`src/rtl/dram_axi_bridge_pkg.sv`:
```
`default_nettype none
// ============================================================================
// Package  : dram_axi_pkg
// Purpose  : Shared definitions for the DRAM-to-AXI bridge: FSM state
//            encoding, fixed AXI attribute constants and a 32-bit lane
//            selector for 128-bit AXI data words.
// Optional : DRAM_LINEBUF_EN (used by the bridge, not by this package)
// Revision : 1.0 - initial release
// ============================================================================
package dram_axi_pkg;

  typedef enum logic [2:0] {
    IDLE    = 3'd0,
    WR_REQ  = 3'd1,
    WR_RESP = 3'd2,
    RD_REQ  = 3'd3,
    RD_DATA = 3'd4
  } state_t;

  localparam logic [2:0] SIZE_16B   = 3'b100;   // 16 bytes per beat
  localparam logic [1:0] BURST_INCR = 2'b01;
  localparam logic [1:0] RESP_OKAY  = 2'b00;
  localparam logic [3:0] CACHE_BUF  = 4'b0011;  // normal, non-cacheable, bufferable

  // Pick 32-bit lane 'lane' out of a 128-bit AXI data word.
  function automatic logic [31:0] lane_sel(input logic [127:0] line, input logic [1:0] lane);
    return line[32*lane +: 32];
  endfunction

endpackage
`default_nettype wire

```
`src/rtl/dram_axi_bridge_if.sv`:
```
`default_nettype none
// ============================================================================
// Interface: dram_axi_bridge_if
// Purpose  : AXI4 bus matching the MIG S_AXI port (single clock domain).
// Modports : master - driven by the bridge; slave - driven by the MIG side.
// Params   : ADDR_W address width, DATA_W data width, ID_W id width.
// Revision : 1.0 - initial release
// ============================================================================
interface dram_axi_bridge_if #(
  parameter int ADDR_W = 32,
  parameter int DATA_W = 128,
  parameter int ID_W   = 4
);
  // write address
  logic [ID_W-1:0]     awid;
  logic [ADDR_W-1:0]   awaddr;
  logic [7:0]          awlen;
  logic [2:0]          awsize;
  logic [1:0]          awburst;
  logic                awlock;
  logic [3:0]          awcache;
  logic [2:0]          awprot;
  logic [3:0]          awqos;
  logic [3:0]          awregion;
  logic                awvalid;
  logic                awready;
  // write data
  logic [DATA_W-1:0]   wdata;
  logic [DATA_W/8-1:0] wstrb;
  logic                wlast;
  logic                wvalid;
  logic                wready;
  // write response
  logic [ID_W-1:0]     bid;
  logic [1:0]          bresp;
  logic                bvalid;
  logic                bready;
  // read address
  logic [ID_W-1:0]     arid;
  logic [ADDR_W-1:0]   araddr;
  logic [7:0]          arlen;
  logic [2:0]          arsize;
  logic [1:0]          arburst;
  logic                arlock;
  logic [3:0]          arcache;
  logic [2:0]          arprot;
  logic [3:0]          arqos;
  logic [3:0]          arregion;
  logic                arvalid;
  logic                arready;
  // read data
  logic [ID_W-1:0]     rid;
  logic [DATA_W-1:0]   rdata;
  logic [1:0]          rresp;
  logic                rlast;
  logic                rvalid;
  logic                rready;

  modport master (
    output awid, awaddr, awlen, awsize, awburst, awlock, awcache, awprot, awqos, awregion, awvalid,
    input  awready,
    output wdata, wstrb, wlast, wvalid,
    input  wready,
    input  bid, bresp, bvalid,
    output bready,
    output arid, araddr, arlen, arsize, arburst, arlock, arcache, arprot, arqos, arregion, arvalid,
    input  arready,
    input  rid, rdata, rresp, rlast, rvalid,
    output rready
  );

  modport slave (
    input  awid, awaddr, awlen, awsize, awburst, awlock, awcache, awprot, awqos, awregion, awvalid,
    output awready,
    input  wdata, wstrb, wlast, wvalid,
    output wready,
    output bid, bresp, bvalid,
    input  bready,
    input  arid, araddr, arlen, arsize, arburst, arlock, arcache, arprot, arqos, arregion, arvalid,
    output arready,
    output rid, rdata, rresp, rlast, rvalid,
    input  rready
  );
endinterface
`default_nettype wire

```
`src/rtl/dram_axi_bridge_linebuf.sv`:
```
`default_nettype none
// ============================================================================
// Module   : dram_linebuf
// Purpose  : One-entry 128-bit read line buffer with tag and valid bit.
//            Filled from AXI read data, byte-merged by writes that hit the
//            tagged line (write-through), invalidated on reset or error.
// Ports    : clk, rst            - clock, synchronous active-high reset
//            lookup_tag / hit    - tag compare for the incoming request
//            line                - buffered line data
//            fill_*              - load a complete line
//            merge_*             - byte-merge write data into a hit line
//            inval               - drop the entry
// Optional : compiled only when DRAM_LINEBUF_EN is defined
// Revision : 1.0 - initial release
// ============================================================================
`ifdef DRAM_LINEBUF_EN
module dram_linebuf #(
  parameter int TAG_W  = 28,
  parameter int LINE_W = 128
) (
  input  logic                clk,
  input  logic                rst,
  input  logic [TAG_W-1:0]    lookup_tag,
  output logic                hit,
  output logic [LINE_W-1:0]   line,
  input  logic                fill_en,
  input  logic [TAG_W-1:0]    fill_tag,
  input  logic [LINE_W-1:0]   fill_data,
  input  logic                merge_en,
  input  logic [LINE_W-1:0]   merge_data,
  input  logic [LINE_W/8-1:0] merge_strb,
  input  logic                inval
);
  logic              r_valid;
  logic [TAG_W-1:0]  r_tag;
  logic [LINE_W-1:0] r_data;

  assign hit  = r_valid && (r_tag == lookup_tag);
  assign line = r_data;

  always_ff @(posedge clk) begin
    if (rst) begin
      r_valid <= 1'b0;
      r_tag   <= '0;
      r_data  <= '0;
    end else if (inval) begin
      r_valid <= 1'b0;
    end else if (fill_en) begin
      r_valid <= 1'b1;
      r_tag   <= fill_tag;
      r_data  <= fill_data;
    end else if (merge_en && hit) begin
      for (int i = 0; i < LINE_W/8; i++) begin
        if (merge_strb[i]) r_data[8*i +: 8] <= merge_data[8*i +: 8];
      end
    end
  end
endmodule
`endif
`default_nettype wire

```
`src/rtl/dram_axi_bridge.sv`:
```
`default_nettype none
// ============================================================================
// Module   : dram_axi_bridge
// Purpose  : Converts single-word CPU DRAM requests into single-beat AXI4
//            transactions on the 128-bit MIG S_AXI port, one at a time.
// Ports    : clk, rst            - clock (also MIG clk_axi), sync active-high reset
//            calib_done          - MIG calibration complete
//            dram_oe/addr/wdata/we - CPU request (we!=0 write, we==0 read)
//            dram_rdata/valid    - read data and 1-cycle completion pulse
//            dram_busy           - request port not accepting
//            dram_err            - sticky AXI error flag
//            m                   - AXI4 master (dram_axi_bridge_if.master)
// Optional : DRAM_LINEBUF_EN adds a 1-entry read line buffer (dram_linebuf)
// Revision : 1.0 - initial release
// ============================================================================
module dram_axi_bridge
  import dram_axi_pkg::*;
#(
  parameter int                ADDR_W    = 32,
  parameter int                AXI_DW    = 128,
  parameter logic [ADDR_W-1:0] ADDR_MASK = 32'h07FF_FFFF
) (
  input  logic              clk,
  input  logic              rst,
  input  logic              calib_done,
  input  logic              dram_oe,
  input  logic [ADDR_W-1:0] dram_addr,
  input  logic [31:0]       dram_wdata,
  input  logic [3:0]        dram_we,
  output logic [31:0]       dram_rdata,
  output logic              dram_valid,
  output logic              dram_busy,
  output logic              dram_err,
  dram_axi_bridge_if.master m
);

  state_t              r_state;
  logic [ADDR_W-1:0]   r_addr;
  logic [AXI_DW-1:0]   r_wdata;
  logic [AXI_DW/8-1:0] r_wstrb;
  logic [1:0]          r_lane;
  logic                r_awvalid, r_wvalid, r_bready, r_arvalid, r_rready;
  logic [31:0]         r_rdata;
  logic                r_valid, r_err;

  logic [ADDR_W-1:0]   w_addr_m;
  logic [1:0]          w_lane;
  logic [AXI_DW-1:0]   w_wdata_rep;
  logic [AXI_DW/8-1:0] w_strb;
  logic                w_accept, w_is_wr, w_hit;
  logic                w_lb_hit;
  logic [AXI_DW-1:0]   w_lb_line;
  logic                w_aw_done, w_w_done;
  logic                w_unused;

  assign w_addr_m    = dram_addr & ADDR_MASK;
  assign w_lane      = w_addr_m[3:2];
  assign w_wdata_rep = {4{dram_wdata}};
  assign w_strb      = {12'd0, dram_we} << {w_lane, 2'b00};
  assign w_is_wr     = |dram_we;
  assign w_accept    = (r_state == IDLE) && calib_done && dram_oe;
  assign w_hit       = w_lb_hit && !w_is_wr;

  // A channel counts as done if it already handshook or handshakes this cycle.
  assign w_aw_done = !r_awvalid || m.awready;
  assign w_w_done  = !r_wvalid  || m.wready;

  // IDs, rlast and the sub-word address bits carry no information here.
  assign w_unused = ^{m.bid, m.rid, m.rlast, dram_addr[1:0]};

`ifdef DRAM_LINEBUF_EN
  logic w_lb_inval;
  assign w_lb_inval = ((r_state == WR_RESP) && m.bvalid && (m.bresp != RESP_OKAY)) ||
                      ((r_state == RD_DATA) && m.rvalid && (m.rresp != RESP_OKAY));

  dram_linebuf #(
    .TAG_W  (ADDR_W-4),
    .LINE_W (AXI_DW)
  ) u_linebuf (
    .clk        (clk),
    .rst        (rst),
    .lookup_tag (w_addr_m[ADDR_W-1:4]),
    .hit        (w_lb_hit),
    .line       (w_lb_line),
    .fill_en    ((r_state == RD_DATA) && m.rvalid && (m.rresp == RESP_OKAY)),
    .fill_tag   (r_addr[ADDR_W-1:4]),
    .fill_data  (m.rdata),
    .merge_en   (w_accept && w_is_wr),
    .merge_data (w_wdata_rep),
    .merge_strb (w_strb),
    .inval      (w_lb_inval)
  );
`else
  assign w_lb_hit  = 1'b0;
  assign w_lb_line = '0;
`endif

  always_ff @(posedge clk) begin
    if (rst) begin
      r_state   <= IDLE;
      r_addr    <= '0;
      r_wdata   <= '0;
      r_wstrb   <= '0;
      r_lane    <= '0;
      r_awvalid <= 1'b0;
      r_wvalid  <= 1'b0;
      r_bready  <= 1'b0;
      r_arvalid <= 1'b0;
      r_rready  <= 1'b0;
      r_rdata   <= '0;
      r_valid   <= 1'b0;
      r_err     <= 1'b0;
    end else begin
      r_valid <= 1'b0;
      case (r_state)
        IDLE: begin
          if (w_accept) begin
            r_addr  <= {w_addr_m[ADDR_W-1:4], 4'b0000};
            r_lane  <= w_lane;
            r_wdata <= w_wdata_rep;
            r_wstrb <= w_strb;
            if (w_is_wr) begin
              r_awvalid <= 1'b1;
              r_wvalid  <= 1'b1;
              r_state   <= WR_REQ;
            end else if (w_hit) begin
              // Served from the line buffer: stay idle, no AXI traffic.
              r_rdata <= lane_sel(w_lb_line, w_lane);
              r_valid <= 1'b1;
            end else begin
              r_arvalid <= 1'b1;
              r_state   <= RD_REQ;
            end
          end
        end
        WR_REQ: begin
          if (r_awvalid && m.awready) r_awvalid <= 1'b0;
          if (r_wvalid && m.wready)   r_wvalid  <= 1'b0;
          if (w_aw_done && w_w_done) begin
            r_bready <= 1'b1;
            r_state  <= WR_RESP;
          end
        end
        WR_RESP: begin
          if (m.bvalid) begin
            r_bready <= 1'b0;
            r_err    <= r_err | (m.bresp != RESP_OKAY);
            r_state  <= IDLE;
          end
        end
        RD_REQ: begin
          if (m.arready) begin
            r_arvalid <= 1'b0;
            r_rready  <= 1'b1;
            r_state   <= RD_DATA;
          end
        end
        RD_DATA: begin
          if (m.rvalid) begin
            r_rready <= 1'b0;
            r_rdata  <= lane_sel(m.rdata, r_lane);
            r_valid  <= 1'b1;
            r_err    <= r_err | (m.rresp != RESP_OKAY);
            r_state  <= IDLE;
          end
        end
        default: r_state <= IDLE;
      endcase
    end
  end

  assign dram_rdata = r_rdata;
  assign dram_valid = r_valid;
  assign dram_err   = r_err;
  assign dram_busy  = (r_state != IDLE) || !calib_done;

  assign m.awid     = '0;
  assign m.awaddr   = r_addr;
  assign m.awlen    = 8'd0;
  assign m.awsize   = SIZE_16B;
  assign m.awburst  = BURST_INCR;
  assign m.awlock   = 1'b0;
  assign m.awcache  = CACHE_BUF;
  assign m.awprot   = 3'b000;
  assign m.awqos    = 4'd0;
  assign m.awregion = 4'd0;
  assign m.awvalid  = r_awvalid;
  assign m.wdata    = r_wdata;
  assign m.wstrb    = r_wstrb;
  assign m.wlast    = 1'b1;
  assign m.wvalid   = r_wvalid;
  assign m.bready   = r_bready;
  assign m.arid     = '0;
  assign m.araddr   = r_addr;
  assign m.arlen    = 8'd0;
  assign m.arsize   = SIZE_16B;
  assign m.arburst  = BURST_INCR;
  assign m.arlock   = 1'b0;
  assign m.arcache  = CACHE_BUF;
  assign m.arprot   = 3'b000;
  assign m.arqos    = 4'd0;
  assign m.arregion = 4'd0;
  assign m.arvalid  = r_arvalid;
  assign m.rready   = r_rready;

endmodule
`default_nettype wire
```
`src/flat_wrapper.sv`:
```
// flat-port wrapper written by rule: the top's interface ports become plain ports
module dram_axi_bridge_flat import dram_axi_pkg::*;
#(
  parameter int                ADDR_W    = 32,
  parameter int                AXI_DW    = 128,
  parameter logic [ADDR_W-1:0] ADDR_MASK = 32'h07FF_FFFF
)
  (clk, rst, calib_done, dram_oe, dram_addr, dram_wdata, dram_we, dram_rdata, dram_valid, dram_busy, dram_err, m_awid, m_awaddr, m_awlen, m_awsize, m_awburst, m_awlock, m_awcache, m_awprot, m_awqos, m_awregion, m_awvalid, m_awready, m_wdata, m_wstrb, m_wlast, m_wvalid, m_wready, m_bid, m_bresp, m_bvalid, m_bready, m_arid, m_araddr, m_arlen, m_arsize, m_arburst, m_arlock, m_arcache, m_arprot, m_arqos, m_arregion, m_arvalid, m_arready, m_rid, m_rdata, m_rresp, m_rlast, m_rvalid, m_rready);
  dram_axi_bridge_if #(.ADDR_W(ADDR_W)) m_i ();
  input  logic clk;
  input  logic rst;
  input  logic calib_done;
  input  logic dram_oe;
  input  logic [ADDR_W-1:0] dram_addr;
  input  logic [31:0] dram_wdata;
  input  logic [3:0] dram_we;
  output logic [31:0] dram_rdata;
  output logic dram_valid;
  output logic dram_busy;
  output logic dram_err;
  output wire logic [$bits(m_i.awid)-1:0] m_awid;
  output wire logic [$bits(m_i.awaddr)-1:0] m_awaddr;
  output wire logic [$bits(m_i.awlen)-1:0] m_awlen;
  output wire logic [$bits(m_i.awsize)-1:0] m_awsize;
  output wire logic [$bits(m_i.awburst)-1:0] m_awburst;
  output wire logic [$bits(m_i.awlock)-1:0] m_awlock;
  output wire logic [$bits(m_i.awcache)-1:0] m_awcache;
  output wire logic [$bits(m_i.awprot)-1:0] m_awprot;
  output wire logic [$bits(m_i.awqos)-1:0] m_awqos;
  output wire logic [$bits(m_i.awregion)-1:0] m_awregion;
  output wire logic [$bits(m_i.awvalid)-1:0] m_awvalid;
  input wire logic [$bits(m_i.awready)-1:0] m_awready;
  output wire logic [$bits(m_i.wdata)-1:0] m_wdata;
  output wire logic [$bits(m_i.wstrb)-1:0] m_wstrb;
  output wire logic [$bits(m_i.wlast)-1:0] m_wlast;
  output wire logic [$bits(m_i.wvalid)-1:0] m_wvalid;
  input wire logic [$bits(m_i.wready)-1:0] m_wready;
  input wire logic [$bits(m_i.bid)-1:0] m_bid;
  input wire logic [$bits(m_i.bresp)-1:0] m_bresp;
  input wire logic [$bits(m_i.bvalid)-1:0] m_bvalid;
  output wire logic [$bits(m_i.bready)-1:0] m_bready;
  output wire logic [$bits(m_i.arid)-1:0] m_arid;
  output wire logic [$bits(m_i.araddr)-1:0] m_araddr;
  output wire logic [$bits(m_i.arlen)-1:0] m_arlen;
  output wire logic [$bits(m_i.arsize)-1:0] m_arsize;
  output wire logic [$bits(m_i.arburst)-1:0] m_arburst;
  output wire logic [$bits(m_i.arlock)-1:0] m_arlock;
  output wire logic [$bits(m_i.arcache)-1:0] m_arcache;
  output wire logic [$bits(m_i.arprot)-1:0] m_arprot;
  output wire logic [$bits(m_i.arqos)-1:0] m_arqos;
  output wire logic [$bits(m_i.arregion)-1:0] m_arregion;
  output wire logic [$bits(m_i.arvalid)-1:0] m_arvalid;
  input wire logic [$bits(m_i.arready)-1:0] m_arready;
  input wire logic [$bits(m_i.rid)-1:0] m_rid;
  input wire logic [$bits(m_i.rdata)-1:0] m_rdata;
  input wire logic [$bits(m_i.rresp)-1:0] m_rresp;
  input wire logic [$bits(m_i.rlast)-1:0] m_rlast;
  input wire logic [$bits(m_i.rvalid)-1:0] m_rvalid;
  output wire logic [$bits(m_i.rready)-1:0] m_rready;
  assign m_awid = m_i.awid;
  assign m_awaddr = m_i.awaddr;
  assign m_awlen = m_i.awlen;
  assign m_awsize = m_i.awsize;
  assign m_awburst = m_i.awburst;
  assign m_awlock = m_i.awlock;
  assign m_awcache = m_i.awcache;
  assign m_awprot = m_i.awprot;
  assign m_awqos = m_i.awqos;
  assign m_awregion = m_i.awregion;
  assign m_awvalid = m_i.awvalid;
  assign m_i.awready = m_awready;
  assign m_wdata = m_i.wdata;
  assign m_wstrb = m_i.wstrb;
  assign m_wlast = m_i.wlast;
  assign m_wvalid = m_i.wvalid;
  assign m_i.wready = m_wready;
  assign m_i.bid = m_bid;
  assign m_i.bresp = m_bresp;
  assign m_i.bvalid = m_bvalid;
  assign m_bready = m_i.bready;
  assign m_arid = m_i.arid;
  assign m_araddr = m_i.araddr;
  assign m_arlen = m_i.arlen;
  assign m_arsize = m_i.arsize;
  assign m_arburst = m_i.arburst;
  assign m_arlock = m_i.arlock;
  assign m_arcache = m_i.arcache;
  assign m_arprot = m_i.arprot;
  assign m_arqos = m_i.arqos;
  assign m_arregion = m_i.arregion;
  assign m_arvalid = m_i.arvalid;
  assign m_i.arready = m_arready;
  assign m_i.rid = m_rid;
  assign m_i.rdata = m_rdata;
  assign m_i.rresp = m_rresp;
  assign m_i.rlast = m_rlast;
  assign m_i.rvalid = m_rvalid;
  assign m_rready = m_i.rready;
  dram_axi_bridge #(.ADDR_W(ADDR_W), .AXI_DW(AXI_DW), .ADDR_MASK(ADDR_MASK)) u_core (.clk(clk), .rst(rst), .calib_done(calib_done), .dram_oe(dram_oe), .dram_addr(dram_addr), .dram_wdata(dram_wdata), .dram_we(dram_we), .dram_rdata(dram_rdata), .dram_valid(dram_valid), .dram_busy(dram_busy), .dram_err(dram_err), .m(m_i));
endmodule
```
`config.mk`:
```
export PLATFORM = sky130hd
export DESIGN_NAME = dram_axi_bridge_flat
export DESIGN_NICKNAME = d
export VERILOG_FILES = /design/src/rtl/dram_axi_bridge_pkg.sv /design/src/rtl/dram_axi_bridge_if.sv /design/src/rtl/dram_axi_bridge_linebuf.sv /design/src/rtl/dram_axi_bridge.sv /design/src/flat_wrapper.sv
export SDC_FILE = /design/constraint.sdc
export NUM_CORES = 1
export LEC_CHECK = 0
export ABC_AREA = 1
export CAP_MARGIN = 20
export CORE_AREA = 2 2 209 211
export CTS_CLUSTER_SIZE = 20
export DETAILED_ROUTE_END_ITERATION = 8
export DIE_AREA = 0 0 211 213
export GPL_TIMING_DRIVEN = 0
export REMOVE_ABC_BUFFERS = 1
export SLEW_MARGIN = 30
export SYNTH_ARGS = -nofsm -noshare
export SYNTH_HDL_FRONTEND = slang
export SYNTH_SLANG_ARGS = --single-unit
```
`constraint.sdc`:
```
create_clock -name clk -period 1.3 [get_ports clk]
set_input_delay 0.26 -clock clk [delete_from_list [all_inputs] [get_ports clk]]
set_output_delay 0.26 -clock clk [all_outputs]
set_load 0.01 [all_outputs]
```
# After elaboration in Yosys (flattened, before gate mapping)
# Index checks and enable logic that the tools add are counted.
[op_classes]
mux = 27
n_reduce_logical = 31
shifts = 2
bitwise_logic = 3
n_eq_ne = 13
[ops]
columns = ["operator", "count"]
rows = [
  ["$shiftx 128x8->32", 1],
  ["$shl 4x4->16", 1],
  ["$mux 3", 5],
  ["$pmux 3 s5", 1],
  ["$mux 1", 14],
  ["$reduce_bool 2->1", 7],
  ["$pmux 1 s2", 6],
  ["$reduce_and 4->1", 3],
  ["$ne 2x1->1 const B", 5],
  ["$reduce_and 3->1", 3],
  ["$ne 2x2->1 const B", 4],
  ["$eq 3x2->1 const B", 2],
  ["$logic_and 1x1->1", 5],
  ["$reduce_and 5->1", 1],
  ["$reduce_and 2->1", 2],
  ["$reduce_or 4->1", 1],
  ["$eq 3x1->1 const B", 1],
  ["$eq 3x3->1 const B", 1],
  ["$logic_not 1->1", 3],
  ["$logic_not 3->1", 1],
  ["$logic_or 1x1->1", 3],
  ["$reduce_bool 3->1", 1],
  ["$mux 2", 1],
  ["$or 1x1->1", 2],
  ["other kinds (2)", 2],
]
[totals]
ff_bits = 211
elab_cells = 89

# Depth between registers and ports, before layout
[depth]
depth_word = 5
mapped_depth = 9
ltp_nobuf = 9

# Worst setup path after synthesis
# OpenSTA, ideal clock, no wires.
[synth_path]
path_type = "register -> register"
startpoint = "register u_core.r_state[2]"
endpoint = "register u_core.r_wstrb[4] (netlist: u_core.m.wstrb[4])"
required_time_ns = 1.230
arrival_ns = 1.132
setup_time_ns = 0.070
n_path_buf = 1
setup_slack_ns = 0.097
stages_incl_launch_ff = 7
synth_period_minus_slack_ns = 1.203
cell_sequence = "dfxtp_1 > nor2_4 > nand4_4 > inv_2 > buf_2 > nand4_1 > a21oi_1"
[synth_between]
elab_chain_cells = 4
[synth_rtl]
columns = ["element", "line_no", "text"]
rows = [
  ["start: declaration", "dram_axi_bridge.sv:37", "state_t r_state;"],
  ["start signal: assignment", "dram_axi_bridge.sv:100", "r_state <= IDLE;"],
  ["start signal: assignment", "dram_axi_bridge.sv:125", "r_state <= WR_REQ;"],
  ["start signal: assignment", "dram_axi_bridge.sv:132", "r_state <= RD_REQ;"],
  ["$logic_not 3->1 (*)", "dram_axi_bridge.sv:61, dram_axi_bridge.sv:115", ""],
  ["$logic_and 1x1->1 (2 in series)", "dram_axi_bridge.sv:61", "assign w_accept = (r_state == IDLE) && calib_done && dram_oe;"],
  ["$reduce_and 2->1 (no line) (*)", "n/a", ""],
  ["end signal: assignment", "dram_axi_bridge.sv:121", "r_wstrb <= w_strb;"],
  ["end: declaration", "dram_axi_bridge.sv:40", "logic [AXI_DW/8-1:0] r_wstrb;"],
]
# Every way passes the cells marked *; elsewhere a longest branch is shown, timed or not.
# A chain may end at the register's enable or synchronous reset.

# Final worst setup path
[layout_path]
startpoint = "register u_core.r_state[0]"
endpoint = "register u_core.r_wstrb[14] (netlist: u_core.m.wstrb[14])"
# Same word-level chain as after synthesis.

==> metrics.yaml <==
postSynthCellCount: 942
final_common_cell: "clkdlybuf4s50_1"
die_area_um2: 44900
maxCapViolCount: 0
netlist_area_um2: 6610
synth.distinct_cells: 25
cts_buffers: 17
ir_drop_v: 0.000638
core_area_um2: 42700
ctsLongestPathBuffers: 2
syn_to_final_growth_pct: 73.3
antenna_found_initial: 4
vias: 7334
routabilityCongestion: 0.814
syn_area_per_cell_um2: 7.01
final_nets: 1499
cts_sinks: 115
fin_crit_sh_pct: 115
outcome: "complete, but fails checks"
routedWlPerCell_um: 17.2
cts_tree: "built"
powerDensity_nw_per_um2: 1300
cts_root_buffer: "clkbuf_16"
drive_above_1_share_pct: 35.3
leakage_nw: 4.98
firstDrtPassIters: 4
antennaDiodeCount: 0
ant_nets: 0
yosysSeqAreaShare_pct: 34.9
clock_latency_ns: 0.43
hp-class: "input port to flip-flop"
first_global_vias: 6685
htreeDepth: 4
grt_pass1_wl_mm: 40.8
grt_start_max_net_pins: 66
reg2reg_from: "u_core.r_state[0]"
startpoint_type: "flip-flop"
die_w_um: 211
rows: 76
clock_skew_ns: 0.00814
slew_violations: 0
crit_start: "u_core.r_state[0]"
place_ws_ns: -1.03
numPortBuffers: 431
crit_type: "flip-flop to flip-flop"
cp-end-kind: "flip-flop"
grt_util_all_layers_pct: 12.4
ys_seq_elements: 115
period_needed_ns: 1.49
final_cell_mix: "197 x clkdlybuf4s50_1, 170 x buf_2, 141 x nor2_1"
yosys_warnings: 0
crit_fanout: 10
clk_pin_slew_worst_paths_ns: 0.06
min_from: "rst"
violations: "setup timing"
fin_tns_setup_ns: -11.05
rsz0062_at_grt: "yes"
start_util_pct: 15.5
worst_ep_required_time_ns: 1.66
dieHeight_um: 213
drtIter0Drc: 228
hpwl_mm: 20.7
overflow: 0
worstMarginPinSlew_ns: 0.691
fmax_mhz: 669
ctsHoldBuffers: 0
arrival_ns: 1.86
avgViaCountPerCell: 3.99
fin_ws_ns: -0.194
totalWireLength_mm: 31.7
setup_violations: 117
io_pins: 533
drc: 0
hold_violations: 0
fill_cells: 4664
relSlewSlack_pct: 53.9
==> metrics by stage <==
stage	total power [mW]	cell area [µm²]	hold WS, ns	cells	utilization, %
after floorplan	6.11	5140	0.329	767	-
after global placement	8.88	10100	0.444	1744	23.8
after detailed placement	9.00	10200	0.444	1749	24.0
after CTS	14.7	11000	0.243	1825	25.8
after global routing	15.8	11400	0.265	1839	26.8
final	14.9	11400	0.273	1839	26.8
==> layer usage <==
layer,share of wire (%),GRT usage (%),up-vias
li1,-,-,3459
met1,36,12.3,3414
met2,51,22.8,382
met3,7.6,4.32,73
met4,4.9,6.17,6
met5,0.15,0,-
==> cell type report <==
type,instances,area [µm²],share of cell area (%)
repair buffers,486,4300,37.5
inverters,20,128,1.11
clock inverters,12,180,1.57
well taps,546,683,5.97
repair inverters,9,219,1.91
flip-flops and latches,115,2480,21.7
clock buffers,19,443,3.87
multi-input cells,632,3020,26.4
==> worst max-delay path, cell delays in order (launching register included) <==
cell and delay (ns):
dfxtp_4 0.35, nor2_4 0.13, buf_6 0.12, nand4_4 0.11, buf_12 0.19, nor2_4 0.13, buf_12 0.14, nand3_1 0.08
a21oi_2 0.15
==> logic make-up (layout without fill, tap and decap cells) <==
| family | after synthesis | after routing | share of synthesized area [%] |
|---|---|---|---|
| other cells | 2 | 85 | 0.114 |
| simple gates | 335 | 335 | 20.3 |
| compound gates | 212 | 212 | 16.7 |
| buf+inv | 278 | 546 | 28.0 |
| flops | 115 | 115 | 34.9 |
==> timing repair <==
item                       4_1_cts  5_1_grt
resized for setup              985      187
buffers inserted                37       12
gates cloned                     8        8
pin swaps                        3        6
setup endpoints to repair      341      203
==> path summary, 6_finish.rpt <==
| kind | end | slack, ns | depth (start not counted) |
|---|---|---|---|
| hold reg to reg | u_core.m.arvalid | 0.46 | 2 |
| setup reg to reg | u_core.m.wstrb[14] | -0.19 | 8 |
| setup / recovery | u_core.m.wstrb[14] | -0.19 | 8 |
| hold / removal | u_core.m.araddr[9] | 0.27 | 2 |
==> synthesized netlist by cell type <==
master | instances | area (µm²)
a21oi_1 | 81 | 405
nand3_1 | 18 | 90.1
nor2_4 | 2 | 22.5
o21ai_1 | 3 | 15.0
clkbuf_1 | 26 | 97.6
clkinv_1 | 1 | 3.75
nor3_1 | 2 | 10.0
buf_4 | 204 | 1530
o21a_1 | 1 | 7.51
buf_2 | 25 | 125
o21ai_0 | 95 | 475
nand3_2 | 1 | 10.0
nand2_1 | 154 | 578
buf_1 | 2 | 7.51
conb_1 | 2 | 7.51
nand4_4 | 1 | 21.3
nand4_1 | 8 | 50.1
o22ai_1 | 1 | 6.26
a31oi_1 | 31 | 194
buf_6 | 1 | 11.3
inv_1 | 15 | 56.3
nor2_2 | 1 | 6.26
inv_2 | 4 | 15.0
nor2_1 | 148 | 556
dfxtp_1 | 115 | 2300
==> report_power, final <==
| group | total [mW] | switching (mW) | internal [mW] |
|---|---|---|---|
| registers | 4.37 | 0.440 | 3.93 |
| clock network | 5.13 | 1.88 | 3.25 |
| logic | 5.43 | 2.88 | 2.55 |
| total | 14.9 | 5.21 | 9.73 |
==> sequential cells by signal (all words and copies together) (netlist names) <==
register           count
u_core.dram_err        1
u_core.dram_valid      1
u_core.m.rready        1
u_core.m.wstrb        16
u_core.m.arvalid       1
u_core.r_lane          2
u_core.m.bready        1
u_core.r_state         3
u_core.m.wdata        32
u_core.m.awvalid       1
u_core.dram_rdata     32
u_core.m.araddr       23
u_core.m.wvalid        1
(Power assumes the default switching activity.)
